==> config.mk <==
export PLATFORM = sky130hd
export DESIGN_NAME = mc_main_control
export DESIGN_NICKNAME = d
export VERILOG_FILES = /design/src/rtl/mc_ctrl_pkg.sv /design/src/rtl/mc_ctrl_outdec.sv /design/src/rtl/mc_main_control.sv
export SDC_FILE = /design/constraint.sdc
export NUM_CORES = 1
export LEC_CHECK = 0
export ABC_CLOCK_PERIOD_IN_PS = 1500
export CAP_MARGIN = 5
export CELL_PAD_IN_SITES_DETAIL_PLACEMENT = 1
export CELL_PAD_IN_SITES_GLOBAL_PLACEMENT = 2
export CORE_ASPECT_RATIO = 1.75
export CORE_UTILIZATION = 19
export DETAILED_ROUTE_END_ITERATION = 8
export GPL_ROUTABILITY_DRIVEN = 0
export PLACE_DENSITY = 0.76
export SYNTH_ARGS = -nofsm -noshare
export SYNTH_HDL_FRONTEND = slang
export SYNTH_SLANG_ARGS = --single-unit
export TNS_END_PERCENT = 10
==> constraint.sdc <==
create_clock -name clk -period 1.5 [get_ports clk]
set_clock_uncertainty 0.15 [all_clocks]
set_input_delay 0.375 -clock clk [delete_from_list [all_inputs] [get_ports clk]]
set_output_delay 0.375 -clock clk [all_outputs]
set_load 0.1 [all_outputs]
==> src/rtl/mc_ctrl_pkg.sv <==
// Shared types and encodings for the multi-cycle MIPS main control.
// Build option MC_IMM_ALU_EN: LUI/SLTI decode to the immediate-ALU path with ALUOp=IMM.
package mc_ctrl_pkg;

    typedef enum logic [3:0] {
        S_FETCH    = 4'd0,
        S_DECODE   = 4'd1,
        S_MEM_ADR  = 4'd2,
        S_MEM_RD   = 4'd3,
        S_MEM_WB   = 4'd4,
        S_MEM_WR   = 4'd5,
        S_EXEC     = 4'd6,
        S_ALU_WB   = 4'd7,
        S_BRANCH   = 4'd8,
        S_JUMP     = 4'd9,
        S_IMM_EXEC = 4'd10,
        S_IMM_WB   = 4'd11
    } state_t;

    localparam logic [5:0] OP_R    = 6'd0;
    localparam logic [5:0] OP_LW   = 6'd35;
    localparam logic [5:0] OP_SW   = 6'd43;
    localparam logic [5:0] OP_BEQ  = 6'd4;
    localparam logic [5:0] OP_J    = 6'd2;
    localparam logic [5:0] OP_ADDI = 6'd8;
    localparam logic [5:0] OP_LUI  = 6'd15;
    localparam logic [5:0] OP_SLTI = 6'd10;

    localparam logic [1:0] ALU_ADD   = 2'b00;
    localparam logic [1:0] ALU_SUB   = 2'b01;
    localparam logic [1:0] ALU_RTYPE = 2'b10;
    localparam logic [1:0] ALU_IMM   = 2'b11;

    localparam logic [1:0] SRCB_RT     = 2'b00;
    localparam logic [1:0] SRCB_FOUR   = 2'b01;
    localparam logic [1:0] SRCB_IMM    = 2'b10;
    localparam logic [1:0] SRCB_IMM_SH = 2'b11;

    localparam logic [1:0] PCSRC_ALU    = 2'b00;
    localparam logic [1:0] PCSRC_ALUOUT = 2'b01;
    localparam logic [1:0] PCSRC_JUMP   = 2'b10;

`ifdef MC_IMM_ALU_EN
    localparam bit IMM_ALU_EN = 1'b1;
`else
    localparam bit IMM_ALU_EN = 1'b0;
`endif

    typedef struct packed {
        logic       pc_write;
        logic       pc_write_cond;
        logic       i_or_d;
        logic       mem_read;
        logic       mem_write;
        logic       ir_write;
        logic       mem_to_reg;
        logic       reg_dst;
        logic       reg_write;
        logic       alu_src_a;
        logic [1:0] alu_src_b;
        logic [1:0] alu_op;
        logic [1:0] pc_source;
    } ctrl_t;

    // True for opcodes that take the immediate path with opcode-selected ALU operation.
    function automatic logic is_imm_alu(input logic [5:0] op);
        return IMM_ALU_EN && ((op == OP_LUI) || (op == OP_SLTI));
    endfunction

endpackage

==> src/rtl/mc_ctrl_outdec.sv <==
// Moore control-word decoder: state (plus opcode / mem_ready where needed) to datapath controls.
module mc_ctrl_outdec
    import mc_ctrl_pkg::*;
(
    input  state_t     state,
    input  logic [5:0] opcode,
    input  logic       mem_ready,
    output ctrl_t      ctrl
);

    always_comb begin
        ctrl = '0;
        case (state)
            S_FETCH: begin
                ctrl.mem_read  = 1'b1;
                ctrl.alu_src_b = SRCB_FOUR;
                ctrl.alu_op    = ALU_ADD;
                ctrl.ir_write  = mem_ready;
                ctrl.pc_write  = mem_ready;
            end
            S_DECODE: begin
                ctrl.alu_src_b = SRCB_IMM_SH;
                ctrl.alu_op    = ALU_ADD;
            end
            S_MEM_ADR: begin
                ctrl.alu_src_a = 1'b1;
                ctrl.alu_src_b = SRCB_IMM;
                ctrl.alu_op    = ALU_ADD;
            end
            S_MEM_RD: begin
                ctrl.mem_read = 1'b1;
                ctrl.i_or_d   = 1'b1;
            end
            S_MEM_WB: begin
                ctrl.reg_write  = 1'b1;
                ctrl.mem_to_reg = 1'b1;
            end
            S_MEM_WR: begin
                ctrl.mem_write = 1'b1;
                ctrl.i_or_d    = 1'b1;
            end
            S_EXEC: begin
                ctrl.alu_src_a = 1'b1;
                ctrl.alu_src_b = SRCB_RT;
                ctrl.alu_op    = ALU_RTYPE;
            end
            S_ALU_WB: begin
                ctrl.reg_write = 1'b1;
                ctrl.reg_dst   = 1'b1;
            end
            S_BRANCH: begin
                ctrl.alu_src_a     = 1'b1;
                ctrl.alu_src_b     = SRCB_RT;
                ctrl.alu_op        = ALU_SUB;
                ctrl.pc_write_cond = 1'b1;
                ctrl.pc_source     = PCSRC_ALUOUT;
            end
            S_JUMP: begin
                ctrl.pc_write  = 1'b1;
                ctrl.pc_source = PCSRC_JUMP;
            end
            S_IMM_EXEC: begin
                ctrl.alu_src_a = 1'b1;
                ctrl.alu_src_b = SRCB_IMM;
                ctrl.alu_op    = is_imm_alu(opcode) ? ALU_IMM : ALU_ADD;
            end
            S_IMM_WB: begin
                ctrl.reg_write = 1'b1;
            end
            default: ctrl = '0;
        endcase
    end

endmodule

==> src/rtl/mc_main_control.sv <==
// Multi-cycle MIPS main control FSM: state register, next-state logic and reset gating of enables.
// Build option MC_IMM_ALU_EN (see mc_ctrl_pkg) adds the LUI/SLTI immediate-ALU decode.
module mc_main_control
    import mc_ctrl_pkg::*;
#(
    parameter int STATE_W  = 4,
    parameter int OPCODE_W = 6
) (
    input  logic               clk,
    input  logic               rst,
    input  logic [OPCODE_W-1:0] opcode,
    input  logic               mem_ready,
    output logic               pc_write,
    output logic               pc_write_cond,
    output logic               i_or_d,
    output logic               mem_read,
    output logic               mem_write,
    output logic               ir_write,
    output logic               mem_to_reg,
    output logic               reg_dst,
    output logic               reg_write,
    output logic               alu_src_a,
    output logic [1:0]         alu_src_b,
    output logic [1:0]         alu_op,
    output logic [1:0]         pc_source,
    output logic [STATE_W-1:0] state_o
);

    state_t     state;
    state_t     state_next;
    logic [5:0] op;
    ctrl_t      ctrl_raw;
    ctrl_t      ctrl;

    assign op = 6'(opcode);

    always_ff @(posedge clk or posedge rst) begin
        if (rst) begin
            state <= S_FETCH;
        end else begin
            state <= state_next;
        end
    end

    always_comb begin
        state_next = S_FETCH;
        case (state)
            S_FETCH:  state_next = mem_ready ? S_DECODE : S_FETCH;
            S_DECODE: begin
                if (op == OP_R)                        state_next = S_EXEC;
                else if (op == OP_LW || op == OP_SW)   state_next = S_MEM_ADR;
                else if (op == OP_ADDI || is_imm_alu(op)) state_next = S_IMM_EXEC;
                else if (op == OP_BEQ)                 state_next = S_BRANCH;
                else if (op == OP_J)                   state_next = S_JUMP;
                else                                   state_next = S_FETCH;
            end
            S_MEM_ADR: begin
                if (op == OP_LW)      state_next = S_MEM_RD;
                else if (op == OP_SW) state_next = S_MEM_WR;
                else                  state_next = S_FETCH;
            end
            S_MEM_RD:   state_next = mem_ready ? S_MEM_WB : S_MEM_RD;
            S_MEM_WR:   state_next = mem_ready ? S_FETCH : S_MEM_WR;
            S_EXEC:     state_next = S_ALU_WB;
            S_IMM_EXEC: state_next = S_IMM_WB;
            default:    state_next = S_FETCH;
        endcase
    end

    mc_ctrl_outdec u_outdec (
        .state     (state),
        .opcode    (op),
        .mem_ready (mem_ready),
        .ctrl      (ctrl_raw)
    );

    // While reset is high no enable may fire, even though FETCH would request a read.
    always_comb begin
        ctrl = ctrl_raw;
        if (rst) begin
            ctrl.pc_write      = 1'b0;
            ctrl.pc_write_cond = 1'b0;
            ctrl.mem_read      = 1'b0;
            ctrl.mem_write     = 1'b0;
            ctrl.ir_write      = 1'b0;
            ctrl.reg_write     = 1'b0;
        end
    end

    assign pc_write      = ctrl.pc_write;
    assign pc_write_cond = ctrl.pc_write_cond;
    assign i_or_d        = ctrl.i_or_d;
    assign mem_read      = ctrl.mem_read;
    assign mem_write     = ctrl.mem_write;
    assign ir_write      = ctrl.ir_write;
    assign mem_to_reg    = ctrl.mem_to_reg;
    assign reg_dst       = ctrl.reg_dst;
    assign reg_write     = ctrl.reg_write;
    assign alu_src_a     = ctrl.alu_src_a;
    assign alu_src_b     = ctrl.alu_src_b;
    assign alu_op        = ctrl.alu_op;
    assign pc_source     = ctrl.pc_source;
    assign state_o       = STATE_W'(state);

endmodule

; ---- After elaboration in Yosys (flattened, before gate mapping)
; Index checks and enable logic that the tools add are counted.
[op_classes]
n_mux = 26
eq_ne = 16
reduce_logical = 8
[op_table]
columns = operator, count
row1 = $pmux W4 S7, 1
row2 = $mux W4, 5
row3 = $pmux W4 S5, 1
row4 = $eq A4 B3 Y1 const B, 4
row5 = $eq A4 B4 Y1 const B, 4
row6 = $mux W3, 5
row7 = $eq A6 B6 Y1 const B, 2
row8 = $mux W1, 11
row9 = $eq A4 B2 Y1 const B, 2
row10 = $eq A6 B2 Y1 const B, 1
row11 = $eq A6 B3 Y1 const B, 1
row12 = $eq A6 B4 Y1 const B, 1
row13 = $logic_not A6 Y1, 1
row14 = $reduce_or A2 Y1, 3
row15 = $eq A4 B1 Y1 const B, 1
row16 = $logic_not A4 Y1, 1
row17 = $pmux W2 S2, 1
row18 = $reduce_or A4 Y1, 1
row19 = $reduce_or A3 Y1, 1
row20 = $mux W2, 1
row21 = $pmux W1 S2, 1
row22 = $logic_or A1 B1 Y1, 1
[totals]
ff_bits = 4
word_cells = 51
out_inout_bits = 20
in_bits = 9

; ---- Depth between registers and ports, before layout
; Gate-level depths: netlist of the first run.
[logic_depth]
word_depth = 7
ltp_mapped = 5

; ---- Modules after synthesis
; From an unflattened synthesis of the first run, not the netlist that was laid out.
[hier_totals]
hier_cells = 78
hier_area_um2 = 555.5
[modules_own_cells]
columns = module, seq_area_each_um2, cells_per_inst, area_per_inst_um2, n_inst
row1 = mc_main_control, 100.1, 46, 355.3, 1
row2 = mc_ctrl_outdec, 0.0, 32, 200.2, 1

; ---- Worst setup path after synthesis of the first run
; No wires, ideal clock.
[synth_path]
path_kind = register to output
startpoint = register state[1] (netlist: state_o[1])
endpoint = output port pc_write_cond
path_slack_ns = -3.170
t_required_ns = 0.975
path_stages_with_launch = 4
arrival_time_ns = 4.145
path_cell_list = dfrtp_1 > buf_6 > buf_4 > nor4_1
[synth_via]
elab_chain_len = 3
[synth_rtl]
columns = element, line
row1 = start: declaration, mc_main_control.sv:29  ; state_t state;
row2 = start signal: assignment, mc_main_control.sv:41  ; state <= state_next;
row3 = $eq A4 B4 Y1, mc_ctrl_outdec.sv:13  ; case (state)
row4 = $mux W1, mc_ctrl_outdec.sv:13
row5 = $mux W2, mc_main_control.sv:80  ; if (rst) begin
row6 = end: declaration, mc_main_control.sv:14  ; output logic pc_write_cond,
; No other way between the ends.

; ---- Worst setup path in the final report of the first run
[layout_path]
startpoint = register state[3] (netlist: state_o[3])
endpoint = output port ir_write
[layout_via]
elab_chain_len = 3
[layout_rtl]
columns = element, line
row1 = $logic_not A4 Y1, mc_ctrl_outdec.sv:13
row2 = $mux W1, mc_ctrl_outdec.sv:13
row3 = $mux W3, mc_main_control.sv:80
row4 = end: declaration, mc_main_control.sv:18  ; output logic ir_write,
; No other way between the ends.

==> impl_metrics.env, run 1 <==
export IMPL_status="finished, violations left"
export IMPL_violations="setup timing"
export IMPL_drtIter0Drc=6
export IMPL_largest_reg_flops=4
export IMPL_pin_count=29
export IMPL_netlist_top_cell_by_area="dfrtp_1"
export IMPL_dpl_hpwl_um=2230
export IMPL_yosysTopAreaCellShare=0.160
export IMPL_reg2regPathDepth=7
export IMPL_slew_viol_final=0
export IMPL_die_y_um=77.8
export IMPL_nNetsFinal=145
export IMPL_final_util=0.529
export IMPL_arrival_ns=1.59
export IMPL_htree_num_levels=1
export IMPL_first_global_vias=958
export IMPL_syn2layout_area_growth_pct=166
export IMPL_drive_above_1_share=0.694
export IMPL_antennaDiodeCount=0
export IMPL_portBuffers=28
export IMPL_timing_hold_ws_ns=0.488
export IMPL_grt_total_usage=0.171
export IMPL_max_stage_delay_ns=0.53
export IMPL_max_slew_worst_pin_slew_ns=0.287
export IMPL_rows=27
export IMPL_drcViolationCount=0
export IMPL_insertion_delay_ns=0.22
export IMPL_max_slew_margin=0.807
export IMPL_ir_drop_mv=0.300
export IMPL_leakage_nw=0.663
export IMPL_finalSetupViolations=23
export IMPL_ant_nets=0
export IMPL_start_util=0.199
export IMPL_ys_seq_elements=4
export IMPL_cts_buffers=3
export IMPL_setup_slack_ns=-0.615
export IMPL_hold_class="primary input to register"
export IMPL_yosysSeqAreaShare=0.160
export IMPL_die_w_um=45.3
export IMPL_critPathLaunchType="register"
export IMPL_grt_pass1_wl_um=4440
export IMPL_vias_per_cell=4.66
export IMPL_synth_fp_nets=86
export IMPL_core_area_sq_um=3140
export IMPL_finalCriticalPeriod_ns=2.12
export IMPL_yosysWarnings=0
export IMPL_period_share=1.41
export IMPL_vias=824
export IMPL_timing_fmax_ghz=0.473
export IMPL_cp_max_fo=3
export IMPL_placed_area_sq_um=1510
export IMPL_clock_sinks=4
export IMPL_cts_tree="done"
export IMPL_postCtsHoldBufs=0
export IMPL_place_ws_ns=-0.806
export IMPL_synth_distinct_cells=35
export IMPL_grt_max_degree=12
export IMPL_drt_pass1_iter_count=2
export IMPL_clockRootBuffer="clkbuf_8"
export IMPL_end_kind="output port"
export IMPL_syn_inst=77
export IMPL_netlist_area_sq_um=624
export IMPL_critPathRequiredTime_ns=0.97
export IMPL_antenna_found_initial=0
export IMPL_cap_viol_max_count=0
export IMPL_path_cells="or4b_4, nor3_4, buf_12"
export IMPL_synthTopCellsByArea="dfrtp_1 (16%), buf_6 (7.2%), a21oi_1 (4.8%), nor3_1 (4.8%), nor3_2 (4.8%)"
export IMPL_overflow=0
export IMPL_clk_path_buf_depth=2
export IMPL_power_density_nw_per_um2=529
export IMPL_routed_wl_um=2780
export IMPL_crit_slowest_cell="or4b_4"
export IMPL_rsz0062_at_grt="yes"
export IMPL_hold_depth=4
export IMPL_dieArea_sq_um=3530
export IMPL_wl_per_cell_um=15.7
export IMPL_critPathKind="register to output port"
export IMPL_clk_pin_slew_ns=0.03
export IMPL_stdcell_area_sq_um=1660
export IMPL_synth_area_per_cell_sq_um=8.11
export IMPL_hold_viol_final=0
[kinds of logic after synthesis]
group           Yosys count  synth area share
flops                     4             0.160
buf+inv                  10             0.140
xor+xnor                  2            0.0281
compound gates           17             0.166
simple gates             44             0.505
[cell type report]
class                           instances  area, sq um
Timing Repair Buffer                   61          779
Sequential cell                         4          115
Clock buffer                            3         41.3
Inverter                                3         11.3
Tap cell                               43         53.8
Multi-Input combinational cell         63          661
Fill cell                             349         1480
[critical path: cells and delay by family (launching register included)]
kind,cells,cell delay [ns]
flip-flops,1,0.48
buffers and inverters,1,0.20
AND/OR/NAND/NOR,2,0.69
[layer usage]
metal	global-route usage	vias to the layer above	routed length [um]
met5	0	-	0
met4	0.0545	0	30
met3	0.0140	4	36
met2	0.341	16	1730
met1	0.169	408	978
li1	-	396	-
[report_power, final]
| group | switching (W) | internal, W |
|---|---|---|
| Sequential | 0.0000139 | 0.000117 |
| Combinational | 0.000305 | 0.000212 |
| Clock | 0.0000591 | 0.000171 |
[what timing repair did]
action | 4_1_cts | 5_1_grt
buffers inserted | 1 | 0
setup endpoints to repair | 23 | 24
pin swaps | 2 | 5
gates resized for setup | 7 | 20
[through the flow]
stage / total power (W) / setup TNS, ns / cells
2_1_floorplan: 0.000441 / -15.60 / 77
3_3_place_gp: 0.000616 / -8.20 / 173
3_5_place_dp: 0.000629 / -8.85 / 173
4_1_cts: 0.000866 / -10.51 / 177
5_1_grt: 0.000907 / -10.29 / 177
6_report: 0.000879 / -9.47 / 177
[worst paths after layout]
| kind | start | end | slack (ns) |
|---|---|---|---|
| worst max-delay path | state_o[3]$_DFF_PP0_ | ir_write | -0.62 |
| worst min-delay path | opcode[2] | state_o[3]$_DFF_PP0_ | 0.49 |
| worst max register to register | state_o[3]$_DFF_PP0_ | state_o[0]$_DFF_PP0_ | -0.19 |
| worst min register to register | state_o[0]$_DFF_PP0_ | state_o[3]$_DFF_PP0_ | 0.71 |
| max in group asynchronous | rst | state_o[2]$_DFF_PP0_ | 0.58 |
| min in group asynchronous | rst | state_o[0]$_DFF_PP0_ | 0.50 |
[Yosys cell counts]
cell type  count
a211o_1        2
a211oi_1       2
a21oi_1        6
and3_1         1
and3b_1        2
buf_2          1
buf_4          1
buf_6          4
bufbuf_8       1
dfrtp_1        4
inv_1          3
nand2_1        4
nand2b_1       1
nand2b_2       2
nand3_1        2
nand3b_1       1
nor2_1         6
nor2b_1        3
nor2b_2        1
nor3_1         6
nor3_2         3
nor3b_1        3
nor3b_2        2
nor4_1         1
nor4_2         2
nor4_4         1
nor4b_1        1
o21a_1         1
o21ai_0        2
o21ai_1        3
o221ai_1       1
or3_1          1
or4b_1         1
xnor2_1        1
xor2_1         1
[cells in the final DEF (no fill, tap or decap), types with 3 or more instances in the layout]
master | synthesis | final
nor3b_2 | 2 | 3
nor2_4 | 0 | 3
clkbuf_8 | 0 | 3
o21ai_1 | 3 | 3
clkdlybuf4s50_1 | 0 | 5
inv_1 | 3 | 3
a21oi_1 | 6 | 5
nand2b_4 | 0 | 3
buf_12 | 0 | 22
nor3_4 | 0 | 7
nor4_4 | 1 | 4
dfrtp_4 | 0 | 4
buf_4 | 1 | 24
nand2_1 | 4 | 3
buf_6 | 4 | 7
nor2_1 | 6 | 3
(Power assumes the default switching activity.)
==> run 2, diff against run 1 <==
--- a/constraint.sdc
+++ b/constraint.sdc
@@ -4,2 +4,2 @@
 set_output_delay 0.375 -clock clk [all_outputs]
-set_load 0.1 [all_outputs]
+set_load 0.02 [all_outputs]
==> run 2 against run 1 <==
  * The flow still finishes with violations (setup timing)
  * Via count is 3.8% lower
  * Fmax is 7.8% higher
  * Utilization is 14 points lower
  * Clock power is 3% higher
  * Final area is 26% lower
  * Critical path type unchanged
==> impl_metrics.env, run 2 (same netlist as run 1, synthesis figures left out) <==
export IMPL_status="finished, violations left"
export IMPL_violations="setup timing"
export IMPL_antennaDiodeCount=0
export IMPL_timing_fmax_ghz=0.509
export IMPL_core_area_sq_um=3140
export IMPL_overflow=0
export IMPL_hold_class="primary input to asynchronous set/reset pin"
export IMPL_rows=27
export IMPL_cap_viol_max_count=0
export IMPL_wl_met3_um=67
export IMPL_clockRootBuffer="clkbuf_8"
export IMPL_grt_total_usage=0.141
export IMPL_vias_per_cell=4.56
export IMPL_ir_drop_mv=0.372
export IMPL_period_share=1.31
export IMPL_fin_tns_setup_ns=-6.22
export IMPL_syn2layout_area_growth_pct=97.8
export IMPL_routed_wl_um=2510
export IMPL_cts_buffers=3
export IMPL_critPathKind="register to output port"
export IMPL_die_y_um=77.8
export IMPL_portBuffers=28
export IMPL_max_slew_margin=0.751
export IMPL_wl_met2_um=1540
export IMPL_dpl_hpwl_um=1900
export IMPL_grt_pass1_wl_um=3760
export IMPL_insertion_delay_ns=0.22
export IMPL_drive_above_1_share=0.618
export IMPL_clk_path_buf_depth=2
export IMPL_drtIter0Drc=10
export IMPL_first_global_vias=848
export IMPL_vias=793
export IMPL_finalSetupViolations=21
export IMPL_critPathRequiredTime_ns=0.97
export IMPL_end_kind="output port"
export IMPL_rrSetupSlack_ns=-0.28
export IMPL_max_slew_worst_pin_slew_ns=0.372
export IMPL_htree_num_levels=1
export IMPL_ant_nets=0
export IMPL_timing_hold_ws_ns=0.313
export IMPL_finalCriticalPeriod_ns=1.96
export IMPL_drt_pass1_iter_count=3
export IMPL_critPathLaunchType="register"
export IMPL_top_layer="met4"
export IMPL_worstReg2RegStart="state_o[3]$_DFF_PP0_"
export IMPL_layout_common_cells="buf_4 (32), buf_6 (12), clkdlybuf4s50_1 (6)"
export IMPL_antenna_found_initial=0
export IMPL_wl_met1_um=880
export IMPL_dieArea_sq_um=3530
export IMPL_setup_slack_ns=-0.463
export IMPL_pin_count=29
export IMPL_r2r_end="state_o[0]$_DFF_PP0_"
export IMPL_nNetsFinal=142
export IMPL_reg2regPathDepth=7
export IMPL_drcViolationCount=0
export IMPL_clk_pin_slew_ns=0.03
export IMPL_cts_tree="done"
export IMPL_die_w_um=45.3
export IMPL_layout_commonest_cell="buf_4"
export IMPL_rsz0062_at_grt="yes"
export IMPL_start_util=0.199
export IMPL_power_density_nw_per_um2=530
export IMPL_arrival_ns=1.44
export IMPL_largest_reg_flops=4
export IMPL_leakage_nw=0.548
export IMPL_slew_viol_final=0
export IMPL_wl_per_cell_um=14.4
export IMPL_grt_max_degree=11
export IMPL_hold_viol_final=0
export IMPL_cp_max_fo=3
export IMPL_clock_sinks=4
[run 2: worst max-delay path, stage by stage (launching register included)]
cell     delay (ns)
dfrtp_1        0.40
or4b_4         0.56
nor3_4         0.13
buf_6          0.13
[run 2: metal layers]
layer,global-route usage,vias to the layer above
met5,0,-
met4,0.0364,0
met3,0.00698,2
met2,0.294,21
met1,0.133,382
li1,-,388
[run 2: through the flow]
step                std cells  power (W)  setup slack, ns  utilization  cell area [sq um]
global route              174   0.000676           -0.506        0.393               1230
detailed placement        169   0.000402            -1.15        0.363               1140
CTS                       172   0.000637           -0.477        0.376               1180
global placement          169   0.000395            -1.13        0.363               1140
floorplan                  77   0.000262           -0.374            -                672
finish                    174   0.000654           -0.463        0.393               1230
[run 2: layout make-up]
class                   instances  area, sq um
flip-flops and latches          4          104
well taps                      43         53.8
fillers                       360         1910
multi-input cells              63          529
inverters                       3         11.3
repair buffers                 58          495
clock buffers                   3         41.3
[run 2: how the worst max path moves through the flow]
stage                               from         end
finish              state_o[3]$_DFF_PP0_    ir_write
global route        state_o[2]$_DFF_PP0_  mem_to_reg
CTS                 state_o[3]$_DFF_PP0_    ir_write
detailed placement             mem_ready    ir_write
global placement               mem_ready    ir_write
floorplan           state_o[2]$_DFF_PP0_    ir_write
[run 2: power by group]
| part | leakage (nW) | total, W | switching, W | internal [W] |
|---|---|---|---|---|
| registers | 0.0497 | 0.000125 | 0.0000103 | 0.000115 |
| logic | 0.477 | 0.000293 | 0.000143 | 0.000150 |
| clock network | 0.0216 | 0.000237 | 0.0000648 | 0.000172 |
| total | 0.548 | 0.000654 | 0.000218 | 0.000436 |
[run 2: repair_timing]
action | CTS | global route
pin swaps | 2 | 1
hold buffers | 0 | 0
buffers inserted | 0 | 2
resized for setup | 106 | 19
endpoints found under the setup margin | 23 | 24
==> run 3, diff against run 2 <==
- CAP_MARGIN: 5 -> 10
==> results of run 3 <==
Same layout as run 2: the final DEF is identical, and so are final timing and power.
